==> src/rtl/aes_core_arbiter_if.sv <==
// Bundle of the two requester channels and the AES engine hookup shared by the arbiter.
// The arbiter takes the slave view; requesters and engine together form the master view.
interface aes_core_arbiter_if;
  logic         req0_valid;
  logic         req0_ready;
  logic [127:0] req0_data;
  logic [127:0] req0_key;
  logic         resp0_valid;
  logic         resp0_ready;
  logic [127:0] resp0_data;
  logic         resp0_err;

  logic         req1_valid;
  logic         req1_ready;
  logic [127:0] req1_data;
  logic [127:0] req1_key;
  logic         resp1_valid;
  logic         resp1_ready;
  logic [127:0] resp1_data;
  logic         resp1_err;

  logic         core_rst_n;
  logic [127:0] core_data_in;
  logic [127:0] core_key;
  logic [127:0] core_data_out;
  logic         core_finished;
  logic         busy;

  modport slave (
    input  req0_valid, req0_data, req0_key, resp0_ready,
    input  req1_valid, req1_data, req1_key, resp1_ready,
    input  core_data_out, core_finished,
    output req0_ready, resp0_valid, resp0_data, resp0_err,
    output req1_ready, resp1_valid, resp1_data, resp1_err,
    output core_rst_n, core_data_in, core_key, busy
  );

  modport master (
    output req0_valid, req0_data, req0_key, resp0_ready,
    output req1_valid, req1_data, req1_key, resp1_ready,
    output core_data_out, core_finished,
    input  req0_ready, resp0_valid, resp0_data, resp0_err,
    input  req1_ready, resp1_valid, resp1_data, resp1_err,
    input  core_rst_n, core_data_in, core_key, busy
  );
endinterface

==> src/rtl/aes_core_arbiter.sv <==
// Round-robin front end sharing one AES engine between two requesters; the engine is
// restarted through its reset for every operation and guarded by a run watchdog.
module aes_core_arbiter #(
  parameter int RST_PULSE      = 2,
  parameter int TIMEOUT_CYCLES = 64,
  parameter int CNT_W          = 8
) (
  input logic              clk,
  input logic              rst_n,
  aes_core_arbiter_if.slave arb
);

  typedef enum logic [1:0] {
    IDLE = 2'd0,
    LOAD = 2'd1,
    RUN  = 2'd2,
    RESP = 2'd3
  } state_t;

  localparam logic [CNT_W-1:0] LOAD_LAST = CNT_W'(RST_PULSE - 1);
  localparam logic [CNT_W-1:0] RUN_LAST  = CNT_W'(TIMEOUT_CYCLES - 1);
  localparam logic [CNT_W-1:0] CNT_ONE   = CNT_W'(1);

  state_t           r_state;
  logic             r_lastGrant;
  logic             r_grant;
  logic [CNT_W-1:0] r_cnt;
  logic             r_coreRstN;
  logic             r_busy;
  logic [127:0]     r_dataIn;
  logic [127:0]     r_keyIn;
  logic             r_resp0Valid;
  logic [127:0]     r_resp0Data;
  logic             r_resp0Err;
  logic             r_resp1Valid;
  logic [127:0]     r_resp1Data;
  logic             r_resp1Err;

  logic w_grant0;
  logic w_grant1;
  logic w_ready0;
  logic w_ready1;
  logic w_respDone;
  logic w_runEnd;

  // Ready is gated by rst_n so no grant is advertised while the block is held in reset.
  always_comb begin
    w_grant0   = arb.req0_valid && (!arb.req1_valid || r_lastGrant);
    w_grant1   = arb.req1_valid && (!arb.req0_valid || !r_lastGrant);
    w_ready0   = rst_n && (r_state == IDLE) && w_grant0;
    w_ready1   = rst_n && (r_state == IDLE) && w_grant1;
    w_respDone = (!r_grant && r_resp0Valid && arb.resp0_ready) ||
                 ( r_grant && r_resp1Valid && arb.resp1_ready);
    w_runEnd   = arb.core_finished || (r_cnt == RUN_LAST);
  end

  always_ff @(posedge clk or negedge rst_n) begin
    if (!rst_n) begin
      r_state      <= IDLE;
      r_lastGrant  <= 1'b1;
      r_grant      <= 1'b0;
      r_cnt        <= '0;
      r_coreRstN   <= 1'b0;
      r_busy       <= 1'b0;
      r_dataIn     <= '0;
      r_keyIn      <= '0;
      r_resp0Valid <= 1'b0;
      r_resp0Data  <= '0;
      r_resp0Err   <= 1'b0;
      r_resp1Valid <= 1'b0;
      r_resp1Data  <= '0;
      r_resp1Err   <= 1'b0;
    end else begin
      case (r_state)
        IDLE: begin
          if (w_ready0 || w_ready1) begin
            r_dataIn    <= w_ready1 ? arb.req1_data : arb.req0_data;
            r_keyIn     <= w_ready1 ? arb.req1_key  : arb.req0_key;
            r_grant     <= w_ready1;
            r_lastGrant <= w_ready1;
            r_cnt       <= '0;
            r_busy      <= 1'b1;
            r_state     <= LOAD;
          end
        end

        LOAD: begin
          if (r_cnt == LOAD_LAST) begin
            r_cnt      <= '0;
            r_coreRstN <= 1'b1;
            r_state    <= RUN;
          end else begin
            r_cnt <= r_cnt + CNT_ONE;
          end
        end

        // A finished flag in the watchdog's last cycle still counts as success.
        RUN: begin
          r_cnt <= r_cnt + CNT_ONE;
          if (w_runEnd) begin
            r_coreRstN <= 1'b0;
            r_state    <= RESP;
            if (r_grant) begin
              r_resp1Valid <= 1'b1;
              r_resp1Data  <= arb.core_finished ? arb.core_data_out : '0;
              r_resp1Err   <= !arb.core_finished;
            end else begin
              r_resp0Valid <= 1'b1;
              r_resp0Data  <= arb.core_finished ? arb.core_data_out : '0;
              r_resp0Err   <= !arb.core_finished;
            end
          end
        end

        RESP: begin
          if (w_respDone) begin
            r_resp0Valid <= 1'b0;
            r_resp1Valid <= 1'b0;
            r_busy       <= 1'b0;
            r_state      <= IDLE;
          end
        end

        default: r_state <= IDLE;
      endcase
    end
  end

  assign arb.req0_ready   = w_ready0;
  assign arb.req1_ready   = w_ready1;
  assign arb.resp0_valid  = r_resp0Valid;
  assign arb.resp0_data   = r_resp0Data;
  assign arb.resp0_err    = r_resp0Err;
  assign arb.resp1_valid  = r_resp1Valid;
  assign arb.resp1_data   = r_resp1Data;
  assign arb.resp1_err    = r_resp1Err;
  assign arb.core_rst_n   = r_coreRstN;
  assign arb.core_data_in = r_dataIn;
  assign arb.core_key     = r_keyIn;
  assign arb.busy         = r_busy;

endmodule

==> src/flat_wrapper.sv <==
// flat-port wrapper written by rule: the top's interface ports become plain ports
module aes_core_arbiter_flat 
#(
  parameter int RST_PULSE      = 2,
  parameter int TIMEOUT_CYCLES = 64,
  parameter int CNT_W          = 8
)
  (clk, rst_n, arb_req0_valid, arb_req0_data, arb_req0_key, arb_resp0_ready, arb_req1_valid, arb_req1_data, arb_req1_key, arb_resp1_ready, arb_core_data_out, arb_core_finished, arb_req0_ready, arb_resp0_valid, arb_resp0_data, arb_resp0_err, arb_req1_ready, arb_resp1_valid, arb_resp1_data, arb_resp1_err, arb_core_rst_n, arb_core_data_in, arb_core_key, arb_busy);
  aes_core_arbiter_if arb_i ();
  input logic clk;
  input logic rst_n;
  input wire logic [$bits(arb_i.req0_valid)-1:0] arb_req0_valid;
  input wire logic [$bits(arb_i.req0_data)-1:0] arb_req0_data;
  input wire logic [$bits(arb_i.req0_key)-1:0] arb_req0_key;
  input wire logic [$bits(arb_i.resp0_ready)-1:0] arb_resp0_ready;
  input wire logic [$bits(arb_i.req1_valid)-1:0] arb_req1_valid;
  input wire logic [$bits(arb_i.req1_data)-1:0] arb_req1_data;
  input wire logic [$bits(arb_i.req1_key)-1:0] arb_req1_key;
  input wire logic [$bits(arb_i.resp1_ready)-1:0] arb_resp1_ready;
  input wire logic [$bits(arb_i.core_data_out)-1:0] arb_core_data_out;
  input wire logic [$bits(arb_i.core_finished)-1:0] arb_core_finished;
  output wire logic [$bits(arb_i.req0_ready)-1:0] arb_req0_ready;
  output wire logic [$bits(arb_i.resp0_valid)-1:0] arb_resp0_valid;
  output wire logic [$bits(arb_i.resp0_data)-1:0] arb_resp0_data;
  output wire logic [$bits(arb_i.resp0_err)-1:0] arb_resp0_err;
  output wire logic [$bits(arb_i.req1_ready)-1:0] arb_req1_ready;
  output wire logic [$bits(arb_i.resp1_valid)-1:0] arb_resp1_valid;
  output wire logic [$bits(arb_i.resp1_data)-1:0] arb_resp1_data;
  output wire logic [$bits(arb_i.resp1_err)-1:0] arb_resp1_err;
  output wire logic [$bits(arb_i.core_rst_n)-1:0] arb_core_rst_n;
  output wire logic [$bits(arb_i.core_data_in)-1:0] arb_core_data_in;
  output wire logic [$bits(arb_i.core_key)-1:0] arb_core_key;
  output wire logic [$bits(arb_i.busy)-1:0] arb_busy;
  assign arb_i.req0_valid = arb_req0_valid;
  assign arb_i.req0_data = arb_req0_data;
  assign arb_i.req0_key = arb_req0_key;
  assign arb_i.resp0_ready = arb_resp0_ready;
  assign arb_i.req1_valid = arb_req1_valid;
  assign arb_i.req1_data = arb_req1_data;
  assign arb_i.req1_key = arb_req1_key;
  assign arb_i.resp1_ready = arb_resp1_ready;
  assign arb_i.core_data_out = arb_core_data_out;
  assign arb_i.core_finished = arb_core_finished;
  assign arb_req0_ready = arb_i.req0_ready;
  assign arb_resp0_valid = arb_i.resp0_valid;
  assign arb_resp0_data = arb_i.resp0_data;
  assign arb_resp0_err = arb_i.resp0_err;
  assign arb_req1_ready = arb_i.req1_ready;
  assign arb_resp1_valid = arb_i.resp1_valid;
  assign arb_resp1_data = arb_i.resp1_data;
  assign arb_resp1_err = arb_i.resp1_err;
  assign arb_core_rst_n = arb_i.core_rst_n;
  assign arb_core_data_in = arb_i.core_data_in;
  assign arb_core_key = arb_i.core_key;
  assign arb_busy = arb_i.busy;
  aes_core_arbiter #(.RST_PULSE(RST_PULSE), .TIMEOUT_CYCLES(TIMEOUT_CYCLES), .CNT_W(CNT_W)) u_core (.clk(clk), .rst_n(rst_n), .arb(arb_i));
endmodule
==> config.mk <==
export PLATFORM = sky130hd
export DESIGN_NAME = aes_core_arbiter_flat
export DESIGN_NICKNAME = d
export VERILOG_FILES = /design/src/rtl/aes_core_arbiter_if.sv /design/src/rtl/aes_core_arbiter.sv /design/src/flat_wrapper.sv
export SDC_FILE = /design/constraint.sdc
export NUM_CORES = 1
export LEC_CHECK = 0
export CAP_MARGIN = 0
export CELL_PAD_IN_SITES_DETAIL_PLACEMENT = 0
export CELL_PAD_IN_SITES_GLOBAL_PLACEMENT = 1
export CORE_AREA = 2 2 459 461
export DETAILED_ROUTE_END_ITERATION = 16
export DIE_AREA = 0 0 461 463
export GPL_TIMING_DRIVEN = 0
export PLACE_DENSITY = 0.35
export SETUP_SLACK_MARGIN = 0.05
export SYNTH_ARGS = -nofsm -noshare
export SYNTH_HDL_FRONTEND = slang
export SYNTH_SLANG_ARGS = --single-unit
==> constraint.sdc <==
create_clock -name clk -period 2.25 [get_ports clk]
set_clock_uncertainty 0.15 [all_clocks]
set_input_delay 0.3375 -clock clk [delete_from_list [all_inputs] [get_ports clk]]
set_output_delay 0.3375 -clock clk [all_outputs]
set_load 0.005 [all_outputs]
Yosys cells after proc, flatten, opt, wreduce, memory -nomap -nowiden
Index checks and enable logic that the tools add are counted. Widths: inputs -> output; s select.

Bitwise operators: 1. Add/subtract/negate cells: 1. Div/mod/pow operators: 0. Reduce and logical (&&, ||, !) cells: 33. Eq/ne operators: 11. Muxes and demuxes: 23. Order comparisons: 0. Shift-type cells: 0. Multiply operators: 0.

Operators by type and width (number): $mux 128 (3); $pmux 8 s3 (1); $mux 8 (2); $reduce_and 3->1 (4); $reduce_and 4->1 (3); $logic_and 1x1->1 (9); $add 8x1->8 const B (1); $eq 8x1->1 const B (1); $eq 8x6->1 const B (1); $mux 1 (8); $mux 2 (4); $ne 2x1->1 const B (4); $pmux 1 s2 (4); $pmux 2 s4 (1); $reduce_bool 2->1 (3); $logic_not 1->1 (5); $logic_or 1x1->1 (5); $eq 2x2->1 const B (2); $ne 2x2->1 const B (2); $reduce_and 2->1 (2); $reduce_bool 3->1 (1); $eq 2x1->1 const B (1); $logic_not 2->1 (1); $not 1->1 (1).

ROM bits: 0. Bits in registers: 530. Logic and storage cells: 83. Memory bits (writable): 0. Output and inout port bits: 520. Memories: 0. Bits of input ports: 647. Bits in latches: 0.

Logic depth before layout (Yosys ltp)
Depth in word-level cells: 7. Gate-level depth with buffers: 9. Mapped depth without buffers: 7.

Worst setup path after synthesis
Ideal clock, no wire load.

Kind: register to register. Start: register u_core.r_cnt[1]. End: register u_core.r_state[1]. Path buffers: 0. Setup time: 125 ps. Cell stages (with the launch flop): 7. Period minus slack after synthesis: 2204 ps. Data arrival time: 1929 ps. Path slack: 46 ps. Path through: dfrtp_1 > inv_1 > ha_1 > or4b_1 > o41a_1 > a211oi_2 > mux2_2.

Longest elaborated chain between the ends: 4. Elaborated cells on any way between the ends: 6.

Ends and longest elaborated chain: start: declaration (line aes_core_arbiter.sv:27) `logic [CNT_W-1:0] r_cnt;`; start signal: assignment (line aes_core_arbiter.sv:93) `r_cnt <= r_cnt + CNT_ONE;`; start signal: assignment (line aes_core_arbiter.sv:99) `r_cnt <= r_cnt + CNT_ONE;`; $eq 8x6->1 (line aes_core_arbiter.sv:54) `w_runEnd = arb.core_finished || (r_cnt == RUN_LAST);`; $logic_or 1x1->1 (line aes_core_arbiter.sv:54); $ne 2x1->1 (no line); $reduce_and 4->1 (no line) *; end signal: assignment (line aes_core_arbiter.sv:59) `r_state <= IDLE;`; end signal: assignment (line aes_core_arbiter.sv:83) `r_state <= LOAD;`; end signal: assignment (line aes_core_arbiter.sv:91) `r_state <= RUN;`; end: declaration (line aes_core_arbiter.sv:24) `state_t r_state;`.

Every way passes the cells marked *; elsewhere a longest branch is shown, timed or not. A chain may end at the register's enable or synchronous reset.

Worst setup path in the final report
Start: register u_core.r_state[0]. End: output port arb_req1_ready.

Longest elaborated chain between the ends: 3.

Ends and longest elaborated chain: $logic_not 2->1 (line aes_core_arbiter.sv:51) `w_ready1 = rst_n && (r_state == IDLE) && w_grant1;`; $logic_and 1x1->1 (2 in a row) (line aes_core_arbiter.sv:51); end: declaration (line flat_wrapper.sv:26) `output wire logic [$bits(arb_i.req1_ready)-1:0] arb_req1_ready;`.

No other way between the ends.

==> impl_metrics.ini <==
[power_and_ir_drop]
leakagePower_nw = 17.5
ir_drop_mv = 0.512
p_switching_mw = 19.6
power_frac_comb_pct = 44.5
p_seq_share_pct = 31.7
clkPwrFrac_pct = 23.8
total_power_mw = 53.8
powerDensity_nw_per_um2 = 1230
power.internal_mw = 34.2
p_sw_share_pct = 36.4

[logic_synthesis]
syn_area_sq_um = 22200
synth.top_cell.area_share_pct = 59.7
synth_seq_area_share_pct = 59.8
syn_nets = 3008
synth_cell_type_count = 43
ys_warn_count = 0
synth_ff_type = dfrtp_1
synth_async_sr_flop_share_pct = 100
synth_edf_count = 0
synth_top_cell_by_area = dfrtp_1
synth_area_leaders = dfrtp_1 60%, nand2_1 8.8%, a31oi_1 7.2%, a32o_1 5.8%, nor2_1 4.4%
syn_inst = 2355
synth_seq_cells = 530
syn_avg_cell_area_sq_um = 9.42

[sta]
finalCritPeriodShare_pct = 110
drv_slew = 0
relSlewSlack_pct = 36.8
whs_ns = -0.612
rsz0062_at_grt = true
layout_setup_ws_ns = -0.228
final_hold_viol_count = 223
worst_pin_slew_ns = 0.948
fmax_mhz = 404
fin_crit_ns = 2.48
setup_viol_count_final = 290

[detailed_routing]
ant_nets = 0
drcViolationCount = 0
drtIter0Drc = 1166
finalWirelength_mm = 179
firstDrtPassIters = 6
viasPerCell = 3.68
vias = 25080
wl_per_cell_microns = 26.2

[floorplan]
io_pins = 1167
die_h_microns = 463
dieArea_sq_um = 213000
initial_utilization_pct = 10.6
rows = 168
coreArea_sq_um = 209000
die_w_microns = 461

[setup_path]
crit_path_end_kind = primary output
crit_path_max_fanout = 5
worstPathRequired_ns = 1.76
endpoint = arb_req1_ready
reg2regPathDepth = 8
r2r_start = u_core.r_state[0]
critPathLaunchType = flop
startpoint = u_core.r_state[0]
critical_path_class = reg -> out
cp.arrival_ns = 1.99
r2r_setup_slack_ns = -0.18
worst_r2r_endpoint = u_core.arb.resp1_data[1]

[clocking]
cts_buffer_depth = 3
cts_max_level = 3
path_clk_slew_ns = 0.06
cts_tree = done
cts-root-buf = clkbuf_16
cts_buffers = 80
insertion_delay_ns = 0.71
holdBufCountCts = 309
cts_sinks = 530

[place]
dp_hpwl_mm = 146
io_buffers = 1165
gp_congestion = 0.834
post-place-ws_ns = -3.06

[final_layout]
syn2layout_area_growth_pct = 97.7
register_area_sq_um = 13300
drive_above_1_share_pct = 8.32
multiInputGateArea_sq_um = 7760
fin_nets = 4579
fillers = 23201

[global_routing]
grt_remaining_overflow = 0
grt_max_degree = 93
first_global_vias = 26516
track_usage_pct = 16.2
antenna_found_initial = 92
grt_pass1_wl_mm = 239

[worst_hold_path]
hold_class = in -> async

[outcome]
violations = hold timing, setup timing
run_status = complete, but fails checks

[job]
max-cap-violations = 0
-- worst max-delay path, stage by stage (launching register included) --
cell	delay (ns)
dfrtp_1	0.39
inv_2	0.08
ha_4	0.15
and2_4	0.15
nand3_4	0.13
clkinv_4	0.12
clkbuf_16	0.13
buf_12	0.11
-- through the flow --
stage / util (%) / instances / cell area, sq um / setup TNS (ns)
floorplan: - / 2355 / 22200 / 0
global placement: 17.9 / 6325 / 37400 / -
detailed placement: 18.0 / 6331 / 37500 / -1011.68
CTS: 20.9 / 6778 / 43600 / -88.45
global route: 21.0 / 6793 / 43800 / -97.54
finish: 21.0 / 6809 / 43900 / -18.43
-- flip-flops by register name, summed over array words and instances, names as in the netlist, 2 cells and up --
register,flops
u_core.r_cnt,8
u_core.r_state,2
u_core.arb.resp0_data,128
u_core.arb.resp1_data,128
u_core.arb.core_data_in,128
u_core.arb.core_key,128
-- synthesized netlist by cell type, types with 2 or more instances --
library cell and instances:
buf_1 5, ha_1 6, o2111ai_1 2, a31oi_1 257
xor2_1 3, a21oi_1 11, o21ai_0 131, nand4b_1 2
a32o_1 129, nor2b_1 2, clkbuf_1 163, xnor2_1 3
nor2_1 258, dfrtp_1 529, o211ai_1 3, a211oi_1 2
nand3_1 135, buf_2 34, and2_1 4, nand2_1 521
inv_1 133
-- worst min path at each step --
stage / to / slack [ns] / depth (start not counted) / startpoint
4_1_cts: u_core.arb.resp1_data[70] / -0.66 / 1 / rst_n
2_1_floorplan: u_core.arb.busy / -0.11 / 0 / rst_n
6_report: u_core.arb.resp1_data[67] / -0.61 / 1 / rst_n
3_3_place_gp: u_core.arb.resp1_data[31] / 0.32 / 1 / u_core.arb.resp1_data[31]
5_1_grt: u_core.arb.resp1_data[63] / -0.63 / 1 / rst_n
3_5_place_dp: u_core.arb.resp1_data[67] / 0.24 / 1 / rst_n
-- cells in the final DEF, fill, tap and decap left out, types with 3 or more instances in the layout --
cell type / n
clkdlybuf4s50_1: 1161
dfrtp_1: 528
nand2_1: 520
dlygate4sd3_1: 309
nor2_1: 258
a31oi_1: 257
nand3_1: 132
inv_1: 130
a32o_1: 129
o21ai_0: 128
clkbuf_16: 83
clkbuf_2: 73
clkbuf_1: 55
buf_2: 44
clkbuf_4: 35
diode_2: 26
clkbuf_8: 24
buf_4: 12
clkinv_2: 7
buf_16: 6
a21oi_2: 5
a21oi_1: 4
o211ai_1: 3
xor2_1: 3
xnor2_1: 3
inv_2: 3
o21ai_1: 3
ha_1: 3
bufinv_16: 3
clkinv_8: 3
buf_12: 3
-- final cells by class --
cell class	instances	share of cell area (%)
clock inverters	17	0.519
inverters	134	1.16
diodes	26	0.148
repair buffers	1490	34.3
clock buffers	117	5.30
flip-flops and latches	530	30.2
multi-input cells	1489	17.7
well taps	2805	8.00
plain buffers	201	2.68
-- metal layers --
metal | global-route usage (%) | vias to the layer above | routed length (microns)
li1 | - | 11319 | -
met1 | 17.4 | 12369 | 65800
met2 | 29.0 | 1039 | 90000
met3 | 6.57 | 289 | 17800
met4 | 4.24 | 64 | 4560
met5 | 0 | - | 390
-- kinds of logic after synthesis --
group	Yosys count	synth area share, %
mux	1	0.0507
fa+ha+maj	6	0.338
simple gates	928	16.7
buf+inv	336	5.88
xor+xnor	6	0.237
flops	530	59.8
compound gates	548	17.0
-- power by group through the flow --
stage / Clock (mW) / Combinational [mW] / Sequential [mW]
3_5_place_dp: 0 / 23.3 / 17.2
2_1_floorplan: 0 / 6.57 / 16.9
4_1_cts: 13.4 / 24.3 / 17.2
6_report: 12.8 / 23.9 / 17.1
3_3_place_gp: 0 / 23.4 / 17.3
5_1_grt: 13.7 / 26.0 / 17.7
-- timing repair --
item                                    4_1_cts  5_1_grt
pin swaps                                     1        8
gates resized for setup                     214       68
buffers inserted                              5        5
endpoints found under the hold margin       489      214
endpoints found under the setup margin      728      657
(Power assumes the default switching activity.)
